===== src/rtl/bp_pkg.sv =====
// Shared branch-predictor definitions: default widths, 2-bit counter encoding
// and the saturating-counter transition function.
package bp_pkg;

  localparam int unsigned BP_PC_W    = 32;
  localparam int unsigned BP_IDX_W   = 6;
  localparam int unsigned BP_TAG_W   = 8;
  localparam int unsigned BP_CNT_W   = 16;
  localparam int unsigned BP_ST_W    = 2;
  localparam int unsigned BP_IDX_LSB = 2;

  typedef enum logic [BP_ST_W-1:0] {
    BP_NTS = 2'b00,
    BP_NTW = 2'b01,
    BP_TW  = 2'b10,
    BP_TS  = 2'b11
  } bp_state_e;

  // Weakly-not-taken jumps straight to strongly-taken on a taken outcome.
  function automatic bp_state_e bp_next_state(input bp_state_e state, input logic taken);
    bp_state_e nxt;
    nxt = state;
    if (taken) begin
      case (state)
        BP_NTS:  nxt = BP_NTW;
        default: nxt = BP_TS;
      endcase
    end else begin
      case (state)
        BP_TS:   nxt = BP_TW;
        default: nxt = BP_NTS;
      endcase
    end
    return nxt;
  endfunction

endpackage


===== src/rtl/bp_sat_counter.sv =====
// Combinational next-state of one 2-bit saturating branch predictor entry.
module bp_sat_counter
  import bp_pkg::*;
(
  input  logic [BP_ST_W-1:0] cur_state,
  input  logic               taken,
  output logic [BP_ST_W-1:0] next_state
);

  always_comb begin
    next_state = BP_ST_W'(bp_next_state(bp_state_e'(cur_state), taken));
  end

endmodule


===== src/rtl/bht_controller.sv =====
// Branch history table controller: IF lookup with update forwarding, EX update
// pipeline, mispredict redirect and statistics. BHT_BTB_EN adds a tagged BTB.
module bht_controller
  import bp_pkg::*;
#(
  parameter int unsigned PC_W  = BP_PC_W,
  parameter int unsigned IDX_W = BP_IDX_W,
  parameter int unsigned TAG_W = BP_TAG_W,
  parameter int unsigned CNT_W = BP_CNT_W
) (
  input  logic             clk,
  input  logic             rst,
  input  logic             if_valid,
  input  logic [PC_W-1:0]  if_pc,
  output logic             pred_taken,
  output logic [PC_W-1:0]  pred_target,
  input  logic             ex_valid,
  input  logic [PC_W-1:0]  ex_pc,
  input  logic             ex_taken,
  input  logic [PC_W-1:0]  ex_target,
  input  logic             ex_pred_taken,
  input  logic [PC_W-1:0]  ex_pred_target,
  output logic             redirect,
  output logic [PC_W-1:0]  redirect_pc,
  output logic [CNT_W-1:0] br_cnt,
  output logic [CNT_W-1:0] mis_cnt
);

  localparam int unsigned ENTRIES = 2 ** IDX_W;
  localparam logic [CNT_W-1:0] CNT_MAX = '1;

  logic [BP_ST_W-1:0] bht_q [ENTRIES];
  logic [BP_ST_W-1:0] bht_d [ENTRIES];

  logic               upd_valid_q, upd_valid_d;
  logic [IDX_W-1:0]   upd_idx_q, upd_idx_d;
  logic               upd_taken_q, upd_taken_d;
  logic               upd_mis_q, upd_mis_d;
  logic [CNT_W-1:0]   br_cnt_q, br_cnt_d;
  logic [CNT_W-1:0]   mis_cnt_q, mis_cnt_d;

  logic [IDX_W-1:0]   if_idx;
  logic [IDX_W-1:0]   ex_idx;
  logic [BP_ST_W-1:0] upd_cur, upd_next;
  logic [BP_ST_W-1:0] lk_cur, fwd_next, lk_state;
  logic               fwd_hit;
  logic               mispredict;
  logic               unused_pc_bits;

  assign if_idx  = if_pc[IDX_W+BP_IDX_LSB-1:BP_IDX_LSB];
  assign ex_idx  = ex_pc[IDX_W+BP_IDX_LSB-1:BP_IDX_LSB];
  assign upd_cur = bht_q[upd_idx_q];
  assign lk_cur  = bht_q[if_idx];
  assign unused_pc_bits = ^{if_pc, ex_pc};

  bp_sat_counter u_upd_cnt (
    .cur_state  (upd_cur),
    .taken      (upd_taken_q),
    .next_state (upd_next)
  );

  // Forwarding path: same transition applied to the entry IF is reading.
  bp_sat_counter u_fwd_cnt (
    .cur_state  (lk_cur),
    .taken      (upd_taken_q),
    .next_state (fwd_next)
  );

  assign fwd_hit  = upd_valid_q & (if_idx == upd_idx_q);
  assign lk_state = fwd_hit ? fwd_next : lk_cur;

  assign mispredict = ex_valid & ((ex_taken != ex_pred_taken) |
                      (ex_taken & ex_pred_taken & (ex_target != ex_pred_target)));

  always_comb begin
    upd_valid_d = ex_valid;
    upd_idx_d   = ex_idx;
    upd_taken_d = ex_taken;
    upd_mis_d   = mispredict;
  end

  // Table write and statistics retire the pending update on the same edge.
  always_comb begin
    bht_d     = bht_q;
    br_cnt_d  = br_cnt_q;
    mis_cnt_d = mis_cnt_q;
    if (upd_valid_q) begin
      bht_d[upd_idx_q] = upd_next;
      if (br_cnt_q != CNT_MAX) br_cnt_d = br_cnt_q + CNT_W'(1);
      if (upd_mis_q && (mis_cnt_q != CNT_MAX)) mis_cnt_d = mis_cnt_q + CNT_W'(1);
    end
  end

  always_ff @(posedge clk) begin
    if (rst) begin
      bht_q       <= '{default: BP_NTS};
      upd_valid_q <= 1'b0;
      upd_idx_q   <= '0;
      upd_taken_q <= 1'b0;
      upd_mis_q   <= 1'b0;
      br_cnt_q    <= '0;
      mis_cnt_q   <= '0;
    end else begin
      bht_q       <= bht_d;
      upd_valid_q <= upd_valid_d;
      upd_idx_q   <= upd_idx_d;
      upd_taken_q <= upd_taken_d;
      upd_mis_q   <= upd_mis_d;
      br_cnt_q    <= br_cnt_d;
      mis_cnt_q   <= mis_cnt_d;
    end
  end

  assign br_cnt  = br_cnt_q;
  assign mis_cnt = mis_cnt_q;

`ifdef BHT_BTB_EN
  logic             btb_valid_q  [ENTRIES];
  logic             btb_valid_d  [ENTRIES];
  logic [TAG_W-1:0] btb_tag_q    [ENTRIES];
  logic [TAG_W-1:0] btb_tag_d    [ENTRIES];
  logic [PC_W-1:0]  btb_target_q [ENTRIES];
  logic [PC_W-1:0]  btb_target_d [ENTRIES];
  logic [TAG_W-1:0] upd_tag_q, upd_tag_d;
  logic [PC_W-1:0]  upd_target_q, upd_target_d;
  logic [TAG_W-1:0] if_tag;
  logic             lk_valid;
  logic [TAG_W-1:0] lk_tag;
  logic [PC_W-1:0]  lk_target;
  logic             btb_fwd;

  assign if_tag  = if_pc[IDX_W+TAG_W+BP_IDX_LSB-1:IDX_W+BP_IDX_LSB];
  assign btb_fwd = fwd_hit & upd_taken_q;

  always_comb begin
    upd_tag_d    = ex_pc[IDX_W+TAG_W+BP_IDX_LSB-1:IDX_W+BP_IDX_LSB];
    upd_target_d = ex_target;
    btb_valid_d  = btb_valid_q;
    btb_tag_d    = btb_tag_q;
    btb_target_d = btb_target_q;
    if (upd_valid_q && upd_taken_q) begin
      btb_valid_d[upd_idx_q]  = 1'b1;
      btb_tag_d[upd_idx_q]    = upd_tag_q;
      btb_target_d[upd_idx_q] = upd_target_q;
    end
  end

  always_comb begin
    lk_valid  = btb_valid_q[if_idx];
    lk_tag    = btb_tag_q[if_idx];
    lk_target = btb_target_q[if_idx];
    if (btb_fwd) begin
      lk_valid  = 1'b1;
      lk_tag    = upd_tag_q;
      lk_target = upd_target_q;
    end
  end

  always_ff @(posedge clk) begin
    if (rst) begin
      btb_valid_q  <= '{default: 1'b0};
      btb_tag_q    <= '{default: '0};
      btb_target_q <= '{default: '0};
      upd_tag_q    <= '0;
      upd_target_q <= '0;
    end else begin
      btb_valid_q  <= btb_valid_d;
      btb_tag_q    <= btb_tag_d;
      btb_target_q <= btb_target_d;
      upd_tag_q    <= upd_tag_d;
      upd_target_q <= upd_target_d;
    end
  end

  always_comb begin
    pred_taken  = 1'b0;
    pred_target = '0;
    if (!rst) begin
      pred_taken  = if_valid & lk_valid & (lk_tag == if_tag) & lk_state[1];
      pred_target = lk_target;
    end
  end
`else
  always_comb begin
    pred_taken  = 1'b0;
    pred_target = '0;
    if (!rst) pred_taken = if_valid & lk_state[1];
  end
`endif

  always_comb begin
    redirect    = 1'b0;
    redirect_pc = '0;
    if (!rst) begin
      redirect    = mispredict;
      redirect_pc = ex_taken ? ex_target : (ex_pc + PC_W'(4));
    end
  end

endmodule

===== config.mk =====
export PLATFORM = sky130hd
export DESIGN_NAME = bht_controller
export DESIGN_NICKNAME = d
export VERILOG_FILES = /design/src/rtl/bp_pkg.sv /design/src/rtl/bp_sat_counter.sv /design/src/rtl/bht_controller.sv
export SDC_FILE = /design/constraint.sdc
export NUM_CORES = 1
export LEC_CHECK = 0
export CAP_MARGIN = 20
export CORE_MARGIN = 1.5
export CORE_UTILIZATION = 50
export CTS_CLUSTER_SIZE = 30
export DETAILED_ROUTE_END_ITERATION = 8
export PLACE_DENSITY = 0.9
export SETUP_SLACK_MARGIN = 0.1
export SLEW_MARGIN = 20
export SYNTH_ARGS = -nofsm -noshare
export SYNTH_HDL_FRONTEND = slang
export SYNTH_HIERARCHICAL = 1
export SYNTH_SLANG_ARGS = --single-unit

===== constraint.sdc =====
create_clock -name clk -period 6.2 [get_ports clk]
set_input_delay 0.62 -clock clk [delete_from_list [all_inputs] [get_ports clk]]
set_output_delay 0.62 -clock clk [all_outputs]
set_load 0.02 [all_outputs]

==> results.yml <==
worst_setup_path:
  cp-end-kind: "primary output"
  crit_fanout: 15
  critical_path_required_ps: 5580
  cp_cell_sequence: "clkdlybuf4s50_1 -> buf_4 -> mux4_2 -> mux4_2 -> mux2i_1 -> o22ai_1 -> maj3_2 -> o21ai_0 -> a21oi_1 -> clkdlybuf4s50_1"
  crit_slowest_cell: "clkdlybuf4s50_1"
  cp.arrival_ps: 4280
  reg2reg_from: "upd_idx_q[2]$_SDFF_PP0_"
  cp_slowest_stage_delay_ps: 1110
  critPathLaunch: "if_pc[3]"
  path_class: "input port to primary output"
  worstSetupStartpointType: "input port"
floorplanning:
  fp.dieH_um: 149.3
  ios: 232
  fp.dieW_um: 149.3
  rows: 53
  die_area_um2: 22280
  core_area_um2: 21020
  start_util_pct: 50.88
synthesis:
  syn_inst: 1267
  synthesis.area_um2: 10700
  synth.avg_cell_area_um2: 8.441
  yosysWarnings: 6
detailed_routing:
  drt_iter0_drc: 951
  drcViolationCount: 0
  antenna_left: 0
  vias: 10256
  avgRoutedWirePerCell_um: 19.94
  drtPass1Iterations: 5
  routed_wl_um: 32940
  vias_per_cell: 6.208
sta:
  worstMarginPinSlew_ps: 1099
  fin_crit_sh_pct: 79.01
  finalSetupTns_ps: 0
  finalClockSkew_ps: 9.907
  setup_viol_count_final: 0
  slew_headroom_pct: 26.65
  finalHoldViolCount: 0
  period_minus_slack_ps: 4899
  fmax_mhz: 204.1
  rsz0062_at_grt: "false"
  report.final.slew_viol_count: 0
  holdWs_ps: 473.7
clocking:
  clk_latency_ps: 430
  cts_tree: "yes"
  cts-root-buf: "clkbuf_16"
  clk_pin_slew_ps: 60
  cts_inserted_buffers: 17
  cts_resized: 0
  clock_path_buffers: 2
  cts_sinks: 169
  hold_buffers: 0
  postCtsSetupBuffers: 0
  cts_max_level: 4
finish:
  fin_area_um2: 12910
  fin_nets: 1504
  final_cell_mix: "171 x clkdlybuf4s50_1, 167 x dfxtp_1, 151 x nor2_1"
  post-route-util_pct: 61.41
  layout_commonest_cell: "clkdlybuf4s50_1"
  insertedDiodeCount: 0
  layout-drive-gt1-share_pct: 9.368
  fillers: 1675
  synthToLayoutAreaGrowth_pct: 20.69
placement:
  io_buffer_count: 173
  gp_congestion: 1.039
  hpwl_um: 22900
  dpl-instance-area_um2: 12290
power:
  report.power.total_mw: 2.600
  ir_drop_v: 0.0001829
  powerDensity_nw_per_um2: 201.4
  power.leakage_nw: 4.520
global_route:
  grt_antenna_before_repair: 0
  grt_pass1_vias: 9947
  grt_max_degree: 87
  gr-total-overflow: 0
  grt_pass1_wl_um: 51260
  grt_use_total_pct: 29.48
worst_hold_path:
  min_from: "bht_q[54]$_SDFFE_PP0P_"
  hp-class: "register to register"
outcome:
  status: "complete, no violations"
job:
  cap_violations: 0
## final cells by class
class                           count  area (um2)  share of cell area, %
Inverter                           11       41.29                 0.3199
Sequential cell                   169        3386                  26.23
Clock buffer                       20       446.7                  3.460
Tap cell                          275       344.1                  2.666
Timing Repair Buffer              187        1833                  14.20
Multi-Input combinational cell    980        6690                  51.83
Clock inverter                     10       167.7                  1.299
## through the flow
step                      instances  worst slack [ps]
after global placement         1622              1465
after global routing           1652              1217
after detailed placement       1622              1452
after floorplan                1298              2869
after CTS                      1652              1353
final                          1652              1301
## layer usage
metal / share of wire, % / GRT usage (%)
met1: 36 / 33.33
met2: 50 / 50.21
met3: 8.4 / 6.483
met4: 5.8 / 18.91
met5: 0 / 0
## state kept, by name (all words and copies together), names as in the netlist
register,cells
mis_cnt,16
upd_mis_q,1
upd_idx_q,6
bht_q,128
upd_taken_q,1
upd_valid_q,1
br_cnt,16
## critical path: cells and delay by family
kind / cells / cell delay [ps]
compound gates: 3 / 350
mux: 3 / 1040
fa+ha+maj: 1 / 290
buf+inv: 3 / 1960
## where the power goes
group / switching [mW] / total [mW] / internal (mW)
combinational: 0.205 / 0.363 / 0.158
clock: 0.442 / 1.13 / 0.684
sequential: 0.0212 / 1.11 / 1.09
total: 0.668 / 2.60 / 1.93
## path summary, 6_finish.rpt
path / end / cells after the start / slack [ps]
setup / recovery: pred_taken / 10 / 1300
hold / removal: bht_q[54]$_SDFFE_PP0P_ / 2 / 470
setup reg to reg: bht_q[75]$_SDFFE_PP0P_ / 10 / 2200
hold reg to reg: bht_q[54]$_SDFFE_PP0P_ / 2 / 470
(Power assumes the default switching activity.)
